===== src/rtl/encrypt_stream.sv =====
// Streaming LWE encryption: sums the masked public-key columns of each row,
// LANES entries per beat, and emits one ciphertext element per row (b row carries m*DELTA).
module encrypt_stream #(
  parameter int PLAINTEXT_MODULUS  = 64,
  parameter int PLAINTEXT_WIDTH    = 6,
  parameter int CIPHERTEXT_MODULUS = 1024,
  parameter int CIPHERTEXT_WIDTH   = 21,
  parameter int DIMENSION          = 1,
  parameter int BIG_N              = 30,
  parameter int LANES              = 1,
  localparam int ROW_W = (DIMENSION > 0) ? $clog2(DIMENSION + 1) : 1
) (
  input  logic                                  clk,
  input  logic                                  rst_n,
  input  logic                                  start,
  input  logic [PLAINTEXT_WIDTH-1:0]            plaintext,
  input  logic [BIG_N-1:0]                      noise_select,
  output logic                                  busy,
  input  logic                                  pk_valid,
  output logic                                  pk_ready,
  input  logic [LANES*CIPHERTEXT_WIDTH-1:0]     pk_data,
  output logic                                  ct_valid,
  input  logic                                  ct_ready,
  output logic [CIPHERTEXT_WIDTH-1:0]           ct_data,
  output logic [ROW_W-1:0]                      ct_row,
  output logic                                  ct_last
);
  localparam int CW        = CIPHERTEXT_WIDTH;
  localparam int PW        = PLAINTEXT_WIDTH;
  localparam int DELTA     = CIPHERTEXT_MODULUS / PLAINTEXT_MODULUS;
  localparam int ROW_BEATS = (BIG_N + LANES - 1) / LANES;
  localparam int BEAT_W    = (ROW_BEATS > 1) ? $clog2(ROW_BEATS) : 1;
  localparam int PAD_N     = ROW_BEATS * LANES;
  localparam logic [CW:0]      Q_EXT      = (CW+1)'(CIPHERTEXT_MODULUS);
  localparam logic [PW+CW-1:0] Q_WIDE     = (PW+CW)'(CIPHERTEXT_MODULUS);
  localparam logic [PW+CW-1:0] DELTA_WIDE = (PW+CW)'(DELTA);
  localparam logic [BEAT_W-1:0] LAST_BEAT = BEAT_W'(ROW_BEATS - 1);
  localparam logic [ROW_W-1:0]  LAST_ROW  = ROW_W'(DIMENSION);

  typedef enum logic [1:0] {IDLE, ACCUM, EMIT} state_t;

  state_t            state_q, state_d;
  logic [BIG_N-1:0]  sel_q, sel_d;
  logic [PAD_N-1:0]  sel_shift_q, sel_shift_d;
  logic [CW-1:0]     msg_q, msg_d;
  logic [CW-1:0]     acc_q, acc_d;
  logic [BEAT_W-1:0] beat_q, beat_d;
  logic [ROW_W-1:0]  row_q, row_d;
  logic [CW-1:0]     ct_data_q, ct_data_d;
  logic              ct_last_q, ct_last_d;
  logic              busy_q, busy_d;
  logic              pk_ready_q, pk_ready_d;
  logic              ct_valid_q, ct_valid_d;

  logic [PW+CW-1:0]  msg_prod;
  logic [CW-1:0]     msg_term;
  logic [CW-1:0]     row_sum;
  logic [CW:0]       msg_raw;
  logic [CW-1:0]     row_final;

  // Lane k's mask bit sits at the bottom of the shifted mask; padding beyond BIG_N is zero.
  for (genvar gi = 0; gi < LANES; gi++) begin : g_lane
    logic [CW-1:0] acc_in;
    logic [CW-1:0] acc_out;
    logic [CW:0]   raw;
    if (gi == 0) begin : g_first
      assign acc_in = acc_q;
    end else begin : g_next
      assign acc_in = g_lane[gi-1].acc_out;
    end
    assign raw     = {1'b0, acc_in} + {1'b0, pk_data[gi*CW +: CW]};
    assign acc_out = !sel_shift_q[gi] ? acc_in
                   : (raw >= Q_EXT)   ? CW'(raw - Q_EXT)
                   :                    raw[CW-1:0];
  end

  assign row_sum   = g_lane[LANES-1].acc_out;
  assign msg_raw   = {1'b0, row_sum} + {1'b0, msg_q};
  assign row_final = (row_q != LAST_ROW) ? row_sum
                   : (msg_raw >= Q_EXT)  ? CW'(msg_raw - Q_EXT)
                   :                       msg_raw[CW-1:0];
  assign msg_prod  = {{CW{1'b0}}, plaintext} * DELTA_WIDE;
  assign msg_term  = CW'(msg_prod % Q_WIDE);

  always_comb begin
    state_d     = state_q;
    sel_d       = sel_q;
    sel_shift_d = sel_shift_q;
    msg_d       = msg_q;
    acc_d       = acc_q;
    beat_d      = beat_q;
    row_d       = row_q;
    ct_data_d   = ct_data_q;
    ct_last_d   = ct_last_q;
    case (state_q)
      IDLE: begin
        if (start) begin
          sel_d       = noise_select;
          sel_shift_d = PAD_N'(noise_select);
          msg_d       = msg_term;
          acc_d       = '0;
          beat_d      = '0;
          row_d       = '0;
          state_d     = ACCUM;
        end
      end
      ACCUM: begin
        if (pk_valid) begin
          sel_shift_d = sel_shift_q >> LANES;
          if (beat_q == LAST_BEAT) begin
            ct_data_d = row_final;
            ct_last_d = (row_q == LAST_ROW);
            state_d   = EMIT;
          end else begin
            acc_d  = row_sum;
            beat_d = beat_q + 1'b1;
          end
        end
      end
      EMIT: begin
        if (ct_ready) begin
          if (ct_last_q) begin
            state_d = IDLE;
          end else begin
            row_d       = row_q + 1'b1;
            acc_d       = '0;
            beat_d      = '0;
            sel_shift_d = PAD_N'(sel_q);
            state_d     = ACCUM;
          end
        end
      end
      default: state_d = IDLE;
    endcase
    busy_d     = (state_d != IDLE);
    pk_ready_d = (state_d == ACCUM);
    ct_valid_d = (state_d == EMIT);
  end

  always_ff @(posedge clk or negedge rst_n) begin
    if (!rst_n) begin
      state_q     <= IDLE;
      sel_q       <= '0;
      sel_shift_q <= '0;
      msg_q       <= '0;
      acc_q       <= '0;
      beat_q      <= '0;
      row_q       <= '0;
      ct_data_q   <= '0;
      ct_last_q   <= 1'b0;
      busy_q      <= 1'b0;
      pk_ready_q  <= 1'b0;
      ct_valid_q  <= 1'b0;
    end else begin
      state_q     <= state_d;
      sel_q       <= sel_d;
      sel_shift_q <= sel_shift_d;
      msg_q       <= msg_d;
      acc_q       <= acc_d;
      beat_q      <= beat_d;
      row_q       <= row_d;
      ct_data_q   <= ct_data_d;
      ct_last_q   <= ct_last_d;
      busy_q      <= busy_d;
      pk_ready_q  <= pk_ready_d;
      ct_valid_q  <= ct_valid_d;
    end
  end

  assign busy     = busy_q;
  assign pk_ready = pk_ready_q;
  assign ct_valid = ct_valid_q;
  assign ct_data  = ct_data_q;
  assign ct_row   = row_q;
  assign ct_last  = ct_last_q;
endmodule


===== config.mk =====
export PLATFORM = sky130hd
export DESIGN_NAME = encrypt_stream
export DESIGN_NICKNAME = d
export VERILOG_FILES = /design/src/rtl/encrypt_stream.sv
export SDC_FILE = /design/constraint.sdc
export NUM_CORES = 1
export LEC_CHECK = 0
export CAP_MARGIN = 20
export CORE_AREA = 2 2 177 179
export DETAILED_ROUTE_END_ITERATION = 12
export DIE_AREA = 0 0 179 181
export HOLD_SLACK_MARGIN = 0.15
export PLACE_DENSITY = 0.46
export SLEW_MARGIN = 5
export SYNTH_ARGS = -nofsm -noshare
export SYNTH_HDL_FRONTEND = slang
export SYNTH_SLANG_ARGS = --single-unit

===== constraint.sdc =====
create_clock -name clk -period 19.46 [get_ports clk]
set_input_delay 3.892 -clock clk [delete_from_list [all_inputs] [get_ports clk]]
set_output_delay 3.892 -clock clk [all_outputs]
set_load 0.02 [all_outputs]

Word level (Yosys, flattened, before mapping)
Cells that the tools add are included. W data, S select, Z words.

Word-level logic and storage cells: 70. Input port bits: 62. Output and inout bits: 26. Flip-flop bits (word level): 120.

$lt $le $gt $ge: 2. Multiplexer cells: 31. Equality and inequality tests: 10. Add/subtract/negate cells: 6. Reductions and logical operators: 9.

Operators with widths (number): $mux W21 (9); $mux W30 (4); $pmux W30 S3 (1); $pmux W21 S3 (1); $ge A22 B11 Y1 const B (2); $sub A21 B11 Y21 const B (2); $mux W5 (5); $add A21 B10 Y22 (1); $add A21 B21 Y22 (1); $pmux W5 S3 (1); $ne A2 B2 Y1 const B (5); $mux W2 (4); $pmux W2 S3 (1); $reduce_and A6 Y1 (1); $add A5 B1 Y5 const B (1); $eq A5 B5 Y1 const B (1); $reduce_and A5 Y1 (1); $eq A2 B1 Y1 const B (2); $eq A2 B2 Y1 const B (2); $mux W1 (4); $reduce_and A4 Y1 (1); $reduce_bool A2 Y1 (2); $reduce_and A3 Y1 (1); $reduce_bool A3 Y1 (1); other kinds (4) (4).

Logic depth before layout (Yosys ltp)
Depth after elaboration: 8. Gate-level depth with buffers: 24. Depth with buffers taken out: 24.

Worst setup path before layout
OpenSTA, ideal clock, no wires.

Path type: input to register. Start: in pk_data[0]. End: reg ct_data_q[10], in the netlist ct_data[10]. Arrival: 9.558 ns. Setup time: 0.069 ns. Buffers on the path: 0. Stages: 21. Required time: 19.391 ns. Setup slack: 9.833 ns. Cell sequence: ha_1 -> fa_1 -> a21o_1 -> a221o_2 -> a31o_1 -> xnor2_1 -> ha_1 -> nand3_1 -> or4_1 -> nor4_1 -> a211o_1 -> nor3_1 -> or3_1 -> a211o_1 -> or4_1 -> a211o_1 -> a211oi_4 -> nand2_2 -> xnor2_1 -> a211o_1 -> nand3_1.

Word-level cells in the longest chain between the ends: 8. Elaborated cells on any way between the ends: 10. Classes of those cells: 4 x add/sub; 2 x order compare; 4 x mux.

Ends and longest elaborated chain: from (decl) (line 21) `input logic [LANES*CIPHERTEXT_WIDTH-1:0] pk_data,`; $add A21 B21 Y22 (*) (line 71) `assign raw = {1'b0, acc_in} + {1'b0, pk_data[gi*CW +: CW]};`; $sub A21 B11 Y21 / $ge A22 B11 Y1 (equally long branches) (line 73) `: (raw >= Q_EXT) ? CW'(raw - Q_EXT)`; $mux W21 (*) (line 73); $mux W21 (*) (line 72) `assign acc_out = !sel_shift_q[gi] ? acc_in`; $add A21 B10 Y22 (line 78) `assign msg_raw = {1'b0, row_sum} + {1'b0, msg_q};`; $sub A21 B11 Y21 / $ge A22 B11 Y1 (equally long branches) (line 80) `: (msg_raw >= Q_EXT) ? CW'(msg_raw - Q_EXT)`; $mux W21 (line 80); $mux W21 (*) (line 79) `assign row_final = (row_q != LAST_ROW) ? row_sum`; to (signal assigned) (line 162) `ct_data_q <= ct_data_d;`; to (decl) (line 49) `logic [CW-1:0] ct_data_q, ct_data_d;`.

Mark *: on every way between the ends. The rest lies on a longest branch, timed or not. A chain may end at the register's enable or synchronous reset.

Final worst setup path
Same ends and word-level chain as after synthesis.

==> results.yml <==
status:
  outcome: "complete, no violations"
global_routing:
  grt_pass1_vias: 6956
  grt_max_degree: 66
  antenna_found_initial: 4
  grt_overflow_total: 0
  grt_pass1_wl_mm: 39.18
  track_usage_pct: 15.46
timing:
  skew_ns: 0.01390
  rsz0062_at_grt: "false"
  max_freq_ghz: 0.09673
  finalHoldViolCount: 0
  fin_setup_tns_ns: 0
  finalCritPeriodShare_pct: 53.13
  finalSetupViolCount: 0
  min_period_ns: 10.34
  maxSlewViolCount: 0
  maxSlewHeadroom_pct: 45.13
  worst_pin_slew_ns: 0.8230
clocking:
  cts_max_path_buffers: 2
  cts_buffers: 17
  clk_latency_ns: 0.42
  cts_tree: "built"
  cts_sinks: 120
  htree_levels: 4
  cts-root-buf: "clkbuf_16"
  clk_pin_slew_ns: 0.05
  cts_resized: 0
  hold_buffers: 0
  post_cts_buffers: 0
flow_run:
  drv_cap: 0
finish:
  fin_area_mm2: 0.009884
  utilization_pct: 32.57
  nNetsFinal: 1086
  nFillCells: 3200
  area_growth_pct: 22.20
  final_layout_size_suffix_gt1_share_pct: 9.920
synth:
  ys_warn_count: 0
  synth.distinct_cells: 80
  ys_top_cells_by_area: "dfrtp_1, o21ai_0, nand2_1"
  syn_area_mm2: 0.008089
  yosys.area.top_type: "dfrtp_1"
  synth_top_area_share_pct: 37.12
  synth_edf_count: 0
  seq_area_frac_synth_pct: 37.12
  ys_seq_elements: 120
  async_flop_share_pct: 100.0
  synthCells: 925
  syn-num-nets: 1026
  postSynthAreaPerCell_um2: 8.745
  yosys-top-cells-count: "nand2_1, dfrtp_1, o21ai_0"
  ys.flop_type: "dfrtp_1"
  yosysMostFrequentCell: "nand2_1"
placed_design:
  postPlaceCellArea_mm2: 0.009316
  routabilityCongestion: 0.8352
  portBuffers: 87
  dp_hpwl_mm: 17.36
worst_setup_path:
  worstRegToRegCells: 22
  cp.arrival_ns: 10.68
  cp-end-kind: "flop"
  crit_fanout: 11
  r2r_setup_slack_ns: 12.57
  start_kind: "primary input"
  crit_required_ns: 19.80
  path_class: "in -> reg"
power:
  power.leakage_nw: 4.075
  total_power_mw: 1.750
  ir_drop_mv: 0.06882
  p_per_area_mw_per_mm2: 177.0
route:
  postRouteAntennaNets: 0
  dr.pass1.iters: 5
  wirelength_mm: 24.02
  wl_per_cell_um: 17.22
  drc_errors: 0
  vias: 7012
  drt_iter0_drc: 367
  routed_via_density: 5.027
floorplanning:
  fp-row-count: 64
  core_mm2: 0.03035
  fp.dieW_um: 179
  pin_count: 88
  die-area_mm2: 0.03240
  die_h_um: 181
  initial_utilization_pct: 26.65
worst_hold_path:
  hold_path.class: "reg -> reg"
  holdPathStages: 2
==> cell type report <==
class                      instances  area (um2)  area share (%)
multi-input combinational        721        4766           48.22
sequential                       120        3003           30.38
timing repair buffer              98       950.9           9.620
tap                              396       495.5           5.013
clock buffer                      21       440.4           4.456
clock inverter                    11       125.1           1.266
inverter                          27       101.3           1.025
antenna                            1       2.502         0.02532
==> routing by layer <==
layer / vias up / wire [um] / part of all wire (%) / track usage (%)
li1: 3510 / - / - / -
met1: 3304 / 10860 / 45 / 20.32
met2: 163 / 11430 / 48 / 25.14
met3: 29 / 1250 / 5.2 / 3.409
met4: 6 / 449 / 1.9 / 4.780
met5: - / 30 / 0.12 / 0
==> power breakdown <==
part / switching, mW / leakage, nW / internal [mW]
Clock: 0.120 / 0.260 / 0.188
Sequential: 0.0647 / 1.52 / 0.344
Combinational: 0.641 / 2.29 / 0.392
Total: 0.825 / 4.07 / 0.924
==> cells in the final DEF (no fill, tap or decap), drive strengths merged, types with 9 or more instances in the layout <==
master,n
a21oi,43
a22oi,34
a31oi,11
buf,12
clkbuf,21
clkdlybuf4s50,86
dfrtp,120
ha,37
inv,28
mux2,40
mux2i,23
nand2,137
nand3,21
nand4,11
nor2,50
nor3,14
nor4,9
o21ai,116
xnor2,21
xor2,12
==> cell families after synthesis <==
kind of cell	after synthesis	synth area share (%)
buffers and inverters	84	4.006
multiplexers	63	8.415
AND/OR/NAND/NOR	296	17.17
flip-flops	120	37.12
AO/OA/AOI/OAI	290	23.40
XOR/XNOR	33	3.666
adder cells (fa/ha/maj)	39	6.218
==> per-stage QoR <==
step / cells / hold WS, ns / worst slack (ns)
2_1_floorplan: 925 / 0.4505 / 9.833
5_1_grt: 1394 / 0.4996 / 8.510
4_1_cts: 1394 / 0.4814 / 9.150
3_5_place_dp: 1362 / 0.4690 / 8.735
6_report: 1395 / 0.4738 / 9.122
3_3_place_gp: 1362 / 0.4633 / 8.894
==> worst max-delay path, stage by stage <==
cell	delay [ns]
clkdlybuf4s50_1	0.40
ha_1	0.22
fa_1	0.41
a21o_1	0.21
a221o_2	0.43
a31o_1	0.26
xnor2_1	0.49
ha_1	0.27
nand3_1	0.06
or4_1	0.55
nor4_1	0.33
a211o_1	0.37
o31ai_1	0.12
buf_4	0.19
or2_2	0.31
a211o_1	0.28
or4_1	0.47
a211o_1	0.35
a211oi_4	0.32
nand2_2	0.16
xnor2_1	0.19
a211o_1	0.31
nand3_1	0.07
==> state kept, by name (all words and copies together), names as in the netlist <==
| name | cells |
|---|---|
| msg_q | 6 |
| ct_valid | 1 |
| ct_last | 1 |
| state_q | 2 |
| ct_row | 1 |
| sel_q | 30 |
| busy | 1 |
| ct_data | 21 |
| acc_q | 21 |
| pk_ready | 1 |
| beat_q | 5 |
| sel_shift_q | 30 |
==> worst paths after layout <==
| check | endpoint | start |
|---|---|---|
| hold reg to reg | ct_data[4] | ct_data[4] |
| max in group asynchronous | acc_q[3] | rst_n |
| setup / recovery | ct_data[10] | pk_data[0] |
| hold / removal | ct_data[4] | ct_data[4] |
| setup reg to reg | ct_data[10] | acc_q[0] |
| min in group asynchronous | ct_data[1] | rst_n |
Note: power is estimated with default switching activity, not from simulation.
